`config.mk`:
```
export PLATFORM = sky130hd
export DESIGN_NAME = mem_port_arbiter_flat
export DESIGN_NICKNAME = d
export VERILOG_FILES = /design/src/rtl/dioptase_mem_pkg.sv /design/src/rtl/mem_port_arbiter_if.sv /design/src/rtl/mem_port_arbiter.sv /design/src/flat_wrapper.sv
export SDC_FILE = /design/constraint.sdc
export NUM_CORES = 1
export LEC_CHECK = 0
export ABC_AREA = 0
export CORE_MARGIN = 3
export CORE_UTILIZATION = 30
export CTS_CLUSTER_DIAMETER = 200
export DETAILED_ROUTE_END_ITERATION = 6
export GPL_ROUTABILITY_DRIVEN = 0
export PLACE_DENSITY = 0.62
export REMOVE_ABC_BUFFERS = 1
export SYNTH_ARGS = -nofsm -noshare
export SYNTH_HDL_FRONTEND = slang
export SYNTH_SLANG_ARGS = --single-unit
```
`constraint.sdc`:
```
create_clock -name clk -period 1.6 [get_ports clk]
set_input_delay 0.32 -clock clk [delete_from_list [all_inputs] [get_ports clk]]
set_output_delay 0.32 -clock clk [all_outputs]
set_load 0.02 [all_outputs]
```
`src/rtl/dioptase_mem_pkg.sv`:
```
// Shared types and constants for the Dioptase unified-memory port arbiter.
package dioptase_mem_pkg;

    localparam int WORD_W = 32;
    localparam int BE_W   = WORD_W / 8;

    localparam logic [BE_W-1:0] BE_ALL = 4'hF;

    typedef enum logic [1:0] {
        IDLE,
        BUSY_F,
        BUSY_D
    } arb_state_t;

endpackage

```
`src/rtl/mem_port_arbiter_if.sv`:
```
// Bundle of fetch, data and memory handshake signals around the arbiter.
// The master modport is the arbiter's view: it masters the memory bus and
// serves the two requesters. The slave modport is the surrounding pipeline
// and memory.
interface mem_port_arbiter_if;
    import dioptase_mem_pkg::*;

    logic              f_req;
    logic [WORD_W-1:0] f_addr;
    logic              f_flush;
    logic              f_gnt;
    logic              f_rvalid;
    logic [WORD_W-1:0] f_rdata;

    logic              d_req;
    logic              d_we;
    logic [WORD_W-1:0] d_addr;
    logic [WORD_W-1:0] d_wdata;
    logic [BE_W-1:0]   d_be;
    logic              d_gnt;
    logic              d_rvalid;
    logic [WORD_W-1:0] d_rdata;

    logic              mem_req;
    logic              mem_we;
    logic [WORD_W-1:0] mem_addr;
    logic [WORD_W-1:0] mem_wdata;
    logic [BE_W-1:0]   mem_be;
    logic              mem_ack;
    logic [WORD_W-1:0] mem_rdata;

    modport master (
        input  f_req, f_addr, f_flush,
        input  d_req, d_we, d_addr, d_wdata, d_be,
        input  mem_ack, mem_rdata,
        output f_gnt, f_rvalid, f_rdata,
        output d_gnt, d_rvalid, d_rdata,
        output mem_req, mem_we, mem_addr, mem_wdata, mem_be
    );

    modport slave (
        output f_req, f_addr, f_flush,
        output d_req, d_we, d_addr, d_wdata, d_be,
        output mem_ack, mem_rdata,
        input  f_gnt, f_rvalid, f_rdata,
        input  d_gnt, d_rvalid, d_rdata,
        input  mem_req, mem_we, mem_addr, mem_wdata, mem_be
    );

endinterface

```
`src/rtl/mem_port_arbiter.sv`:
```
// Arbitrates the single-ported unified memory between instruction fetch and
// the memory stage. One transaction in flight at a time; data wins ties.
// Optional macro ARB_STARVE_GUARD_EN enables a starvation guard that forces
// a fetch grant after STARVE_LIMIT consecutive data grants with fetch waiting.
module mem_port_arbiter
    import dioptase_mem_pkg::*;
#(
    parameter int STARVE_LIMIT = 4
) (
    input  logic               clk,
    input  logic               rst_n,
    mem_port_arbiter_if.master bus
);

    arb_state_t state;
    logic       drop_q;

    logic fetch_ok;
    logic force_f;
    logic pick_f;
    logic grant_f;
    logic grant_d;

    // The starve counter is 4 bits wide, so the limit must fit in it.
    if (STARVE_LIMIT < 1 || STARVE_LIMIT > 15) begin : g_bad_limit
        $error("mem_port_arbiter: STARVE_LIMIT must be in 1..15");
    end

    // A flushing front end cannot win a grant on that edge.
    assign fetch_ok = bus.f_req && !bus.f_flush;
    assign pick_f   = fetch_ok && (!bus.d_req || force_f);
    assign grant_f  = (state == IDLE) && pick_f;
    assign grant_d  = (state == IDLE) && bus.d_req && !pick_f;

`ifdef ARB_STARVE_GUARD_EN
    logic [3:0] starve_cnt;

    assign force_f = (starve_cnt == 4'(STARVE_LIMIT));

    // Count data grants that overtook a waiting fetch; any other grant resets the run.
    always_ff @(posedge clk or negedge rst_n) begin
        if (!rst_n) begin
            starve_cnt <= 4'd0;
        end else if (grant_f) begin
            starve_cnt <= 4'd0;
        end else if (grant_d) begin
            starve_cnt <= fetch_ok ? starve_cnt + 4'd1 : 4'd0;
        end
    end
`else
    assign force_f = 1'b0;
`endif

    // Arbitration FSM: grants a requester, owns the memory handshake, returns the result.
    always_ff @(posedge clk or negedge rst_n) begin
        if (!rst_n) begin
            state         <= IDLE;
            drop_q        <= 1'b0;
            bus.f_gnt     <= 1'b0;
            bus.f_rvalid  <= 1'b0;
            bus.f_rdata   <= '0;
            bus.d_gnt     <= 1'b0;
            bus.d_rvalid  <= 1'b0;
            bus.d_rdata   <= '0;
            bus.mem_req   <= 1'b0;
            bus.mem_we    <= 1'b0;
            bus.mem_addr  <= '0;
            bus.mem_wdata <= '0;
            bus.mem_be    <= '0;
        end else begin
            bus.f_gnt    <= 1'b0;
            bus.d_gnt    <= 1'b0;
            bus.f_rvalid <= 1'b0;
            bus.d_rvalid <= 1'b0;

            unique case (state)
                IDLE: begin
                    if (grant_d) begin
                        state         <= BUSY_D;
                        bus.d_gnt     <= 1'b1;
                        bus.mem_req   <= 1'b1;
                        bus.mem_we    <= bus.d_we;
                        bus.mem_addr  <= bus.d_addr;
                        bus.mem_wdata <= bus.d_wdata;
                        bus.mem_be    <= bus.d_be;
                    end else if (grant_f) begin
                        state         <= BUSY_F;
                        drop_q        <= 1'b0;
                        bus.f_gnt     <= 1'b1;
                        bus.mem_req   <= 1'b1;
                        bus.mem_we    <= 1'b0;
                        bus.mem_addr  <= bus.f_addr;
                        bus.mem_wdata <= '0;
                        bus.mem_be    <= BE_ALL;
                    end
                end

                BUSY_F: begin
                    if (bus.f_flush) begin
                        drop_q <= 1'b1;
                    end
                    if (bus.mem_ack) begin
                        state       <= IDLE;
                        bus.mem_req <= 1'b0;
                        drop_q      <= 1'b0;
                        if (!drop_q && !bus.f_flush) begin
                            bus.f_rvalid <= 1'b1;
                            bus.f_rdata  <= bus.mem_rdata;
                        end
                    end
                end

                BUSY_D: begin
                    if (bus.mem_ack) begin
                        state        <= IDLE;
                        bus.mem_req  <= 1'b0;
                        bus.d_rvalid <= 1'b1;
                        if (!bus.mem_we) begin
                            bus.d_rdata <= bus.mem_rdata;
                        end
                    end
                end

                default: begin
                    state <= IDLE;
                end
            endcase
        end
    end

endmodule
```
`src/flat_wrapper.sv`:
```
// flat-port wrapper written by rule: the top's interface ports become plain ports
module mem_port_arbiter_flat import dioptase_mem_pkg::*;
#(
    parameter int STARVE_LIMIT = 4
)
  (clk, rst_n, bus_f_req, bus_f_addr, bus_f_flush, bus_d_req, bus_d_we, bus_d_addr, bus_d_wdata, bus_d_be, bus_mem_ack, bus_mem_rdata, bus_f_gnt, bus_f_rvalid, bus_f_rdata, bus_d_gnt, bus_d_rvalid, bus_d_rdata, bus_mem_req, bus_mem_we, bus_mem_addr, bus_mem_wdata, bus_mem_be);
  mem_port_arbiter_if bus_i ();
  input  logic clk;
  input  logic rst_n;
  input wire logic [$bits(bus_i.f_req)-1:0] bus_f_req;
  input wire logic [$bits(bus_i.f_addr)-1:0] bus_f_addr;
  input wire logic [$bits(bus_i.f_flush)-1:0] bus_f_flush;
  input wire logic [$bits(bus_i.d_req)-1:0] bus_d_req;
  input wire logic [$bits(bus_i.d_we)-1:0] bus_d_we;
  input wire logic [$bits(bus_i.d_addr)-1:0] bus_d_addr;
  input wire logic [$bits(bus_i.d_wdata)-1:0] bus_d_wdata;
  input wire logic [$bits(bus_i.d_be)-1:0] bus_d_be;
  input wire logic [$bits(bus_i.mem_ack)-1:0] bus_mem_ack;
  input wire logic [$bits(bus_i.mem_rdata)-1:0] bus_mem_rdata;
  output wire logic [$bits(bus_i.f_gnt)-1:0] bus_f_gnt;
  output wire logic [$bits(bus_i.f_rvalid)-1:0] bus_f_rvalid;
  output wire logic [$bits(bus_i.f_rdata)-1:0] bus_f_rdata;
  output wire logic [$bits(bus_i.d_gnt)-1:0] bus_d_gnt;
  output wire logic [$bits(bus_i.d_rvalid)-1:0] bus_d_rvalid;
  output wire logic [$bits(bus_i.d_rdata)-1:0] bus_d_rdata;
  output wire logic [$bits(bus_i.mem_req)-1:0] bus_mem_req;
  output wire logic [$bits(bus_i.mem_we)-1:0] bus_mem_we;
  output wire logic [$bits(bus_i.mem_addr)-1:0] bus_mem_addr;
  output wire logic [$bits(bus_i.mem_wdata)-1:0] bus_mem_wdata;
  output wire logic [$bits(bus_i.mem_be)-1:0] bus_mem_be;
  assign bus_i.f_req = bus_f_req;
  assign bus_i.f_addr = bus_f_addr;
  assign bus_i.f_flush = bus_f_flush;
  assign bus_i.d_req = bus_d_req;
  assign bus_i.d_we = bus_d_we;
  assign bus_i.d_addr = bus_d_addr;
  assign bus_i.d_wdata = bus_d_wdata;
  assign bus_i.d_be = bus_d_be;
  assign bus_i.mem_ack = bus_mem_ack;
  assign bus_i.mem_rdata = bus_mem_rdata;
  assign bus_f_gnt = bus_i.f_gnt;
  assign bus_f_rvalid = bus_i.f_rvalid;
  assign bus_f_rdata = bus_i.f_rdata;
  assign bus_d_gnt = bus_i.d_gnt;
  assign bus_d_rvalid = bus_i.d_rvalid;
  assign bus_d_rdata = bus_i.d_rdata;
  assign bus_mem_req = bus_i.mem_req;
  assign bus_mem_we = bus_i.mem_we;
  assign bus_mem_addr = bus_i.mem_addr;
  assign bus_mem_wdata = bus_i.mem_wdata;
  assign bus_mem_be = bus_i.mem_be;
  mem_port_arbiter #(.STARVE_LIMIT(STARVE_LIMIT)) u_core (.clk(clk), .rst_n(rst_n), .bus(bus_i));
endmodule
```
==> impl_metrics.toml <==
[status]
run_status = "complete, but fails checks"
violations = "setup timing"

[global_route]
antenna_found_initial = 0
gr-total-overflow = 0
grt_pass1_wl_um = 29530
grtUsageTotal_pct = 17.32
grt_pass1_vias = 5160
grt_max_degree = 45

[timing]
hold_violations = 0
finalCriticalPeriod_ns = 1.728
fmaxAchievable_ghz = 0.5788
worst_pin_slew_ns = 0.3494
rsz0062_at_grt = "true"
fin_crit_sh_pct = 108.0
slew-limit-headroom_pct = 76.70
skew_ns = 0.01038
setup_viol = 107
maxSlewViolCount = 0
worst_slack_ns = -0.1279

[worst_setup_path]
worstPathMaxFanout = 8
crit_path_start_kind = "register"
worst_ep_arrival_time_ns = 2.02
critPathCaptureType = "register"
rr_worst_depth = 7
required_ns = 1.90
critPathKind = "reg2reg"
worst-r2r-setup-slack_ns = -0.13

[flow_run]
drv_cap = 0

[place]
dp_hpwl_um = 12820
pre_cts_slack_ns = -0.3214
io_buffer_count = 276
placed_area_mm2 = 0.009336

[synth]
synth_seq_cells = 141
avgSynthCellArea_um2 = 13.88
yosys_warnings = 0
synth.cell_area_mm2 = 0.006037
syn_inst = 435
synth_seq_area_share_pct = 58.45
synth_cell_types = 27

[final_layout]
area_growth_pct = 75.67
regArea_mm2 = 0.003528
final_nets = 907
final_cell_area_mm2 = 0.01061
n_fill_cell = 1725
drive_gt1_share_pct = 30.12
final_core_util_pct = 54.14
multiInputGateArea_mm2 = 0.002681
diodes = 0

[pwr]
leakagePower_uw = 0.005166
total_power_uw = 20380
vdd_drop_max_mv = 0.9143
power.density_mw_per_mm2 = 1922

[detailed_routing]
avgRoutedWirePerCell_um = 18.58
ant_nets = 0
vias = 4717
wl_um = 19360
first_pass_iters = 4
viasPerCell = 4.527
drt_iter0_markers = 125
drc = 0

[clock_network]
worstSkewPairLatency_ns = 0.42
clk_path_buf_depth = 2
root_buffer = "clkbuf_16"
cts.sinks = 141
cts_buffers = 17
path_clk_slew_ns = 0.06
h-tree-depth = 4
cts_tree = "done"

[die]
die_area_mm2 = 0.02186
fp.coreArea_mm2 = 0.01959
fp.dieH_um = 147.9
die_w_um = 147.9
initial_core_util_pct = 30.82
num_rows = 51
io_pins = 277

[hold_path]
hold_path.class = "in2async"
-- cells in the mapped netlist --
library cell    n  area, um2
nand2_1        75      281.5
nor2b_2         1      8.760
nor3_2          1      10.01
buf_2          11      55.05
clkbuf_2        1      5.000
buf_6           3      33.78
nand3b_1        1      7.510
ha_1            4      50.05
mux2_2         67      754.5
nand2_4         1      11.26
o21bai_1        1      7.510
o2bb2ai_1       3      26.28
and2_1          1      6.260
nand2b_1        2      12.51
o21ai_0        38      190.2
inv_1           5      18.77
o21a_1          1      7.510
a21oi_1         3      15.01
dfrtp_1       141       3528
and4bb_2        1      12.51
nor2b_1         1      6.260
o32ai_1         1      8.760
mux2_4         60      900.9
mux2_1          1      11.26
clkbuf_1        4      15.01
buf_4           6      45.04
or2b_1          1      7.510
-- kinds of logic (layout without fill, tap and decap cells) --
logic type	after synthesis	count (layout)	share of synthesized area [%]
AO/OA/AOI/OAI	47	47	4.228
buffers and inverters	30	372	2.860
multiplexers	128	128	27.61
AND/OR/NAND/NOR	85	85	6.031
adder cells (fa/ha/maj)	4	4	0.8290
flip-flops	141	141	58.45
-- cells in the final DEF, fill, tap and decap left out, types with 2 or more instances in the layout --
| master | Yosys | final |
|---|---|---|
| dlygate4sd2_1 | 0 | 137 |
| clkbuf_16 | 0 | 22 |
| o2bb2ai_1 | 3 | 3 |
| nand2_1 | 75 | 74 |
| dfrtp_1 | 141 | 141 |
| buf_4 | 6 | 23 |
| bufinv_16 | 0 | 2 |
| clkdlybuf4s50_1 | 0 | 137 |
| mux2_4 | 60 | 128 |
| o21ai_0 | 38 | 26 |
| inv_6 | 0 | 6 |
| a21oi_1 | 3 | 3 |
| buf_6 | 3 | 12 |
| ha_4 | 0 | 3 |
| inv_1 | 5 | 3 |
| inv_2 | 0 | 2 |
| buf_16 | 0 | 5 |
| o21ai_1 | 0 | 10 |
| clkinvlp_4 | 0 | 3 |
| buf_12 | 0 | 14 |
-- power breakdown --
part	internal [uW]	switching, uW
combinational	5250	4900
clock	2380	1640
sequential	5250	962
-- layer usage --
| metal | wire length (um) | share of wire (%) | track usage (%) |
|---|---|---|---|
| met4 | 133 | 0.69 | 4.157 |
| met5 | 0 | 0 | 0 |
| met1 | 8166 | 42 | 22.17 |
| met2 | 9580 | 49 | 28.36 |
| met3 | 1475 | 7.6 | 6.101 |
-- area by class of cell --
type | instances | area share (%)
clock buffers | 19 | 4.176
clock inverters | 13 | 1.463
inverters | 5 | 0.1770
multi-input cells | 264 | 25.28
flip-flops and latches | 141 | 33.27
well taps | 265 | 3.126
repair buffers | 335 | 32.50
-- sequential cells by signal, summed over array words and instances, names as in the netlist --
name                  flops
u_core.drop_q             1
u_core.state              2
u_core.bus.f_rvalid       1
u_core.bus.d_rdata       32
u_core.bus.mem_addr      32
u_core.bus.f_gnt          1
u_core.bus.d_rvalid       1
u_core.bus.mem_we         1
u_core.bus.mem_req        1
u_core.bus.mem_be         4
u_core.bus.d_gnt          1
u_core.bus.f_rdata       32
u_core.bus.mem_wdata     32
-- worst max-delay path, cell delays in order, from the launching register on --
cell and delay [ns]:
dfrtp_1 0.41, inv_2 0.09, buf_6 0.09, ha_4 0.16
nand2_8 0.11, buf_12 0.19, mux2_4 0.30, mux2_4 0.26
-- what timing repair did --
item,in CTS,in global routing
setup buffers,13,3
cloned,8,6
setup endpoints to repair,270,135
pin swaps,3,2
gates resized for setup,226,40
endpoints found under the hold margin,29,0
hold buffers,1,0
-- through the flow --
step           cells  setup TNS [ns]  hold slack, ns
2_1_floorplan    410          -94.61         0.02441
3_3_place_gp     983          -28.57          0.2389
3_5_place_dp     983          -32.51          0.2394
4_1_cts         1037          -6.538          0.3635
5_1_grt         1042          -13.53          0.3801
6_report        1042          -7.451          0.3781
-- path summary, 6_finish.rpt --
| check | start | to |
|---|---|---|
| worst max-delay path | u_core.state[0] | u_core.bus.mem_addr[2] |
| worst min-delay path | rst_n | u_core.bus.d_rdata[25] |
| worst max register to register | u_core.state[0] | u_core.bus.mem_addr[2] |
| worst min register to register | u_core.bus.d_rdata[23] | u_core.bus.d_rdata[23] |
| max in group asynchronous | rst_n | u_core.bus.mem_wdata[13] |
| min in group clk | bus_d_be[0] | u_core.bus.mem_be[0] |
Power figures use the tool's default switching activity.
